`config.mk`:
```
export PLATFORM = sky130hd
export DESIGN_NAME = input_conditioner
export DESIGN_NICKNAME = d
export VERILOG_FILES = /design/src/rtl/input_conditioner.sv
export SDC_FILE = /design/constraint.sdc
export NUM_CORES = 1
export LEC_CHECK = 0
export CAP_MARGIN = 20
export CORE_MARGIN = 4
export CORE_UTILIZATION = 40
export DETAILED_ROUTE_END_ITERATION = 16
export SETUP_SLACK_MARGIN = 0.2
export SLEW_MARGIN = 30
export SYNTH_ARGS = -nofsm -noshare
export SYNTH_HDL_FRONTEND = slang
export SYNTH_SLANG_ARGS = --single-unit
```
`constraint.sdc`:
```
create_clock -name clk -period 7.89 [get_ports clk]
set_input_delay 0.789 -clock clk [delete_from_list [all_inputs] [get_ports clk]]
set_output_delay 0.789 -clock clk [all_outputs]
set_load 0.02 [all_outputs]
```
`src/rtl/input_conditioner.sv`:
```
// input_conditioner: per-key synchronizer, debouncer, press detector and
// delayed-auto-shift repeater. It emits registered one-cycle action pulses
// and a combined state_update strobe, both gated by enable.
module input_conditioner #(
    parameter int unsigned       N_KEYS          = 5,
    parameter int unsigned       DEBOUNCE_CYCLES = 50000,
    parameter int unsigned       DAS_CYCLES      = 8000000,
    parameter int unsigned       ARR_CYCLES      = 2500000,
    parameter logic [N_KEYS-1:0] REPEAT_MASK     = 5'b00111
) (
    input  logic              clk,
    input  logic              rst,
    input  logic [N_KEYS-1:0] key_n,
    input  logic              enable,
    output logic [N_KEYS-1:0] action,
    output logic [N_KEYS-1:0] held,
    output logic              state_update
);

    localparam int unsigned DB_W   = $clog2(DEBOUNCE_CYCLES + 1);
    localparam int unsigned TMAX   = (DAS_CYCLES > ARR_CYCLES) ? DAS_CYCLES : ARR_CYCLES;
    localparam int unsigned TM_W   = $clog2(TMAX + 1);

    typedef enum logic [1:0] {
        IDLE   = 2'd0,
        DELAY  = 2'd1,
        REPEAT = 2'd2
    } state_t;

    logic [N_KEYS-1:0] events;
    logic [N_KEYS-1:0] action_q;
    logic              state_update_q;

    for (genvar i = 0; i < N_KEYS; i++) begin : g_key
        logic            s1_q;
        logic            s2_q;
        logic            held_q;
        logic            held_d;
        logic            held_dly_q;
        logic [DB_W-1:0] db_cnt_q;
        logic [DB_W-1:0] db_cnt_d;
        state_t          st_q;
        state_t          st_d;
        logic [TM_W-1:0] tmr_q;
        logic [TM_W-1:0] tmr_d;
        logic            ev;
        logic            rise;

        // Two-flop synchronizer on the inverted (active-high) button level.
        always_ff @(posedge clk or posedge rst) begin
            if (rst) begin
                s1_q <= 1'b0;
                s2_q <= 1'b0;
            end else begin
                s1_q <= ~key_n[i];
                s2_q <= s1_q;
            end
        end

        // Debounce: count consecutive mismatch cycles, accept the new level on the last one.
        always_comb begin
            held_d   = held_q;
            db_cnt_d = '0;
            if (s2_q != held_q) begin
                if (db_cnt_q == DB_W'(DEBOUNCE_CYCLES - 1)) begin
                    held_d = s2_q;
                end else begin
                    db_cnt_d = db_cnt_q + DB_W'(1);
                end
            end
        end

        // Debounce state and a delayed copy of held used for press detection.
        always_ff @(posedge clk or posedge rst) begin
            if (rst) begin
                held_q     <= 1'b0;
                held_dly_q <= 1'b0;
                db_cnt_q   <= '0;
            end else begin
                held_q     <= held_d;
                held_dly_q <= held_q;
                db_cnt_q   <= db_cnt_d;
            end
        end

        assign rise = held_q & ~held_dly_q;

        // Repeat FSM next state: press event, DAS delay, then ARR repeats; release wins over a due repeat.
        always_comb begin
            st_d  = st_q;
            tmr_d = tmr_q;
            ev    = 1'b0;
            case (st_q)
                IDLE: begin
                    tmr_d = '0;
                    if (rise) begin
                        ev = 1'b1;
                        if (REPEAT_MASK[i]) begin
                            st_d = DELAY;
                        end
                    end
                end
                DELAY: begin
                    if (!held_q) begin
                        st_d  = IDLE;
                        tmr_d = '0;
                    end else if (tmr_q == TM_W'(DAS_CYCLES - 1)) begin
                        ev    = 1'b1;
                        tmr_d = '0;
                        st_d  = REPEAT;
                    end else begin
                        tmr_d = tmr_q + TM_W'(1);
                    end
                end
                REPEAT: begin
                    if (!held_q) begin
                        st_d  = IDLE;
                        tmr_d = '0;
                    end else if (tmr_q == TM_W'(ARR_CYCLES - 1)) begin
                        ev    = 1'b1;
                        tmr_d = '0;
                    end else begin
                        tmr_d = tmr_q + TM_W'(1);
                    end
                end
                default: begin
                    st_d  = IDLE;
                    tmr_d = '0;
                end
            endcase
        end

        // Repeat FSM state and timer registers.
        always_ff @(posedge clk or posedge rst) begin
            if (rst) begin
                st_q  <= IDLE;
                tmr_q <= '0;
            end else begin
                st_q  <= st_d;
                tmr_q <= tmr_d;
            end
        end

        assign events[i] = ev;
        assign held[i]   = held_q;
    end

    // Register the enable-gated action pulses and the combined strobe.
    always_ff @(posedge clk or posedge rst) begin
        if (rst) begin
            action_q       <= '0;
            state_update_q <= 1'b0;
        end else begin
            action_q       <= events & {N_KEYS{enable}};
            state_update_q <= (|events) & enable;
        end
    end

    assign action       = action_q;
    assign state_update = state_update_q;

endmodule

```
==> run_results.csv <==
group,metric,value,unit
floorplanning,die_h,158,um
clock_tree,htreeDepth,4,
clock_tree,cts_resized,0,
worst_setup_path,rr_startpoint,"g_key[1].tmr_q[15]$_DFF_PP0_",
layout,design_area,0.00995,mm2
drt,wl_per_cell,13.3,um
clock_tree,clkTransAtPathRegs,0.07,ns
floorplanning,die_x,158,um
placement,dp_hpwl,10800,um
synthesis,synth_top_area_share,0.506,
synthesis,ys_top_cells_by_count,"181 x dfrtp_1, 172 x nor2_1, 80 x xor2_1",
clock_tree,cts_tree,"yes",
timing,fin_crit,2.47,ns
worst_setup_path,cp_max_fo,10,
pwr,p_total,1.86,mW
drt,ant_nets,0,
floorplanning,start_util,0.409,
pwr,internal-power,1.46,mW
worst_setup_path,reg2reg_slack,5.52,ns
worst_setup_path,cpLargestDelayFamily,"buffers and inverters",
worst_setup_path,critPathSlowestCell,"clkdlybuf4s50_1",
layout,drive_above_1_share,0.0592,
worst_setup_path,worstSetupStartpointType,"flop",
synthesis,syn_area_per_cell,9.93,um2
synthesis,synth_edf_count,0,
clock_tree,root_buffer,"clkbuf_16",
pwr,switching_share,0.217,
layout,final_cells,1209,
clock_tree,cts_max_path_buffers,2,
global_route,grt_max_degree,98,
worst_setup_path,reg2regPathDepth,5,
worst_setup_path,cp.arrival,1.68,ns
worst_setup_path,crit_type,"reg -> out",
timing,setup_violations,0,
clock_tree,cts-buffers-inserted,17,
worst_hold_path,holdPathEnd,"g_key[4].s2_q$_DFF_PP0_",
pwr,p_sw,405,uW
drt,highest_layer,"met4",
floorplanning,dieArea,0.0248,mm2
worst_setup_path,cp_data_required_time,7.10,ns
synthesis,synthArstFlopShare,1.00,
drt,via_per_inst,5.07,
placement,placement.cell_area,0.00934,mm2
drt,firstDrtPassIters,4,
synthesis,ys_ff_latch,181,
placement,port-buffer-count,18,
timing,timing.fmax,0.405,GHz
synthesis,ys_seq_area_frac,0.506,
clock_tree,clk_latency,0.43,ns
drt,wl_met2,7360,um
clock_tree,post_cts_buffers,0,
worst_setup_path,crit_buf_inv,1,
worst_hold_path,hold_path_class,"reg -> reg",
drt,dr_wl_met3,475,um
drt,first_iter_violations,358,
pwr,vdd_drop_max,0.000119,V
pwr,p_leak,4.13,nW
drt,wl_met1,8070,um
global_route,grt_pass1_vias,5883,
synthesis,synth.yosys.warnings,0,
timing,tns,0,ns
flow_run,drv_cap,0,
worst_setup_path,max_stage_delay,0.69,ns
worst_hold_path,min_from,"g_key[4].s1_q$_DFF_PP0_",
worst_setup_path,cp-end-kind,"primary output",
pwr,p_per_area,187,mW/mm2
run_status,outcome,"complete, no violations",
synthesis,yosysMostFrequentCell,"dfrtp_1",
timing,rsz0062_at_grt,"false",
drt,via_count,6127,
layout,antennaDiodeCount,0,
timing,finalHoldViolations,0,
floorplanning,num_io_pins,19,
layout,final_core_util,0.455,
clock_tree,ctsHoldBuffers,0,
synthesis,synthFlopType,"dfrtp_1",
layout,fin_nets,944,
global_route,grt-ovfl-total,0,
worst_setup_path,path_cells,"clkdlybuf4s50_1",
pwr,p_comb_frac,0.023,
global_route,grt_pass1_wl,28100,um
timing,slew_viol_final,0,
clock_tree,cts_sinks,181,
synthesis,syn_nets,929,
drt,drc,0,
worst_setup_path,r2r_end,"g_key[1].tmr_q[7]$_DFF_PP0_",
layout,nFillCells,2103,
placement,gp_congestion,0.773,
pwr,power_frac_clock,0.471,
worst_hold_path,min_path_cells,0,
synthesis,synth_cell_types,62,
global_route,track_usage,0.138,
synthesis,synth_area_leaders,"dfrtp_1 51%, xor2_1 7.8%, nor2_1 7.2%",
timing,skew,0.0109,ns
floorplanning,fp-row-count,54,
placement,dp_cells,1177,
pwr,power.share.sequential,0.506,
timing,slew_headroom,0.499,
floorplanning,design.core.area,0.0219,mm2
timing,period_share,0.313,
synthesis,syn_inst,901,
global_route,antenna_found_initial,0,
drt,wirelength,16100,um
timing,worst_pin_slew,0.752,ns
synthesis,yosysTopAreaCell,"dfrtp_1",
layout,syn2layout_area_growth,11.3,%
synthesis,synth_area,0.00894,mm2
[metrics by stage]
step / hold WS (ns) / setup WS [ns]
finish: 0.349 / 5.42
global route: 0.359 / 5.19
CTS: 0.351 / 5.40
detailed placement: 0.336 / 5.29
global placement: 0.335 / 4.92
floorplan: 0.331 / 2.19
[worst reg2reg max path, cell delays in order (launching register included)]
cell	delay, ns
dfrtp_1	0.44
nor4b_1	0.46
nand4_1	0.27
o21ai_1	0.28
a21o_1	0.64
nor2_1	0.13
[worst max path at each step]
| stage | start | end | slack [ns] | depth (start not counted) |
|---|---|---|---|---|
| after detailed placement | rst | g_key[3].db_cnt_q[13]$_DFF_PP0_ | 5.29 | 3 |
| after global placement | rst | g_key[0].tmr_q[7]$_DFF_PP0_ | 4.92 | 3 |
| after CTS | g_key[1].held_q$_DFFE_PP0P_ | held[1] | 5.40 | 1 |
| after global routing | g_key[1].tmr_q[15]$_DFF_PP0_ | g_key[1].tmr_q[6]$_DFF_PP0_ | 5.19 | 5 |
| final | g_key[1].held_q$_DFFE_PP0P_ | held[1] | 5.42 | 1 |
| after floorplan | rst | action[0]$_DFF_PP0_ | 2.19 | 1 |
[power by group through the flow]
stage / clock network [mW] / logic [mW] / registers [mW]
after floorplan: 0 / 0.0324 / 0.959
after global placement: 0 / 0.0440 / 0.961
after detailed placement: 0 / 0.0443 / 0.961
after CTS: 0.907 / 0.0447 / 0.943
after global routing: 0.943 / 0.0500 / 0.944
final: 0.879 / 0.0422 / 0.943
[state kept, by name, indices dropped and copies added (netlist names)]
signal,flops
state_update,1
g_key.tmr_q,69
g_key.s2_q,5
g_key.held_dly_q,5
action,5
g_key.db_cnt_q,80
g_key.st_q,6
g_key.s1_q,5
g_key.held_q,5
[placed cells by master (no fill, tap or decap), types with 18 or more instances in the layout]
cell type,netlist,routed
ha_1,20,20
dfrtp_1,181,181
and3_1,19,19
clkdlybuf4s50_1,0,18
nand4_1,34,34
xor2_1,80,80
nand2_1,58,58
nor3_1,21,21
nor2_1,172,172
xnor2_1,54,54
inv_1,38,37
nand3_1,67,67
[final cells by class]
cell class	count	area [um2]	area share
clock buffer	19	443	0.0445
clock inverter	13	173	0.0173
inverter	38	150	0.0151
multi-input combinational	659	4120	0.414
sequential	181	4530	0.455
tap	280	350	0.0352
timing repair buffer	19	191	0.0192
[per-layer routing]
metal	vias to the layer above	GRT usage
met2	63	0.220
met3	15	0.0335
li1	3106	-
met4	0	0.0397
met1	2943	0.187
met5	-	0
[cell families after synthesis]
| logic type | after synthesis | synth area share |
|---|---|---|
| compound gates | 41 | 0.0315 |
| xor+xnor | 134 | 0.131 |
| fa+ha+maj | 20 | 0.0280 |
| buf+inv | 61 | 0.0337 |
| flops | 181 | 0.506 |
| mux | 5 | 0.00602 |
| simple gates | 459 | 0.263 |
Power figures use the tool's default switching activity.
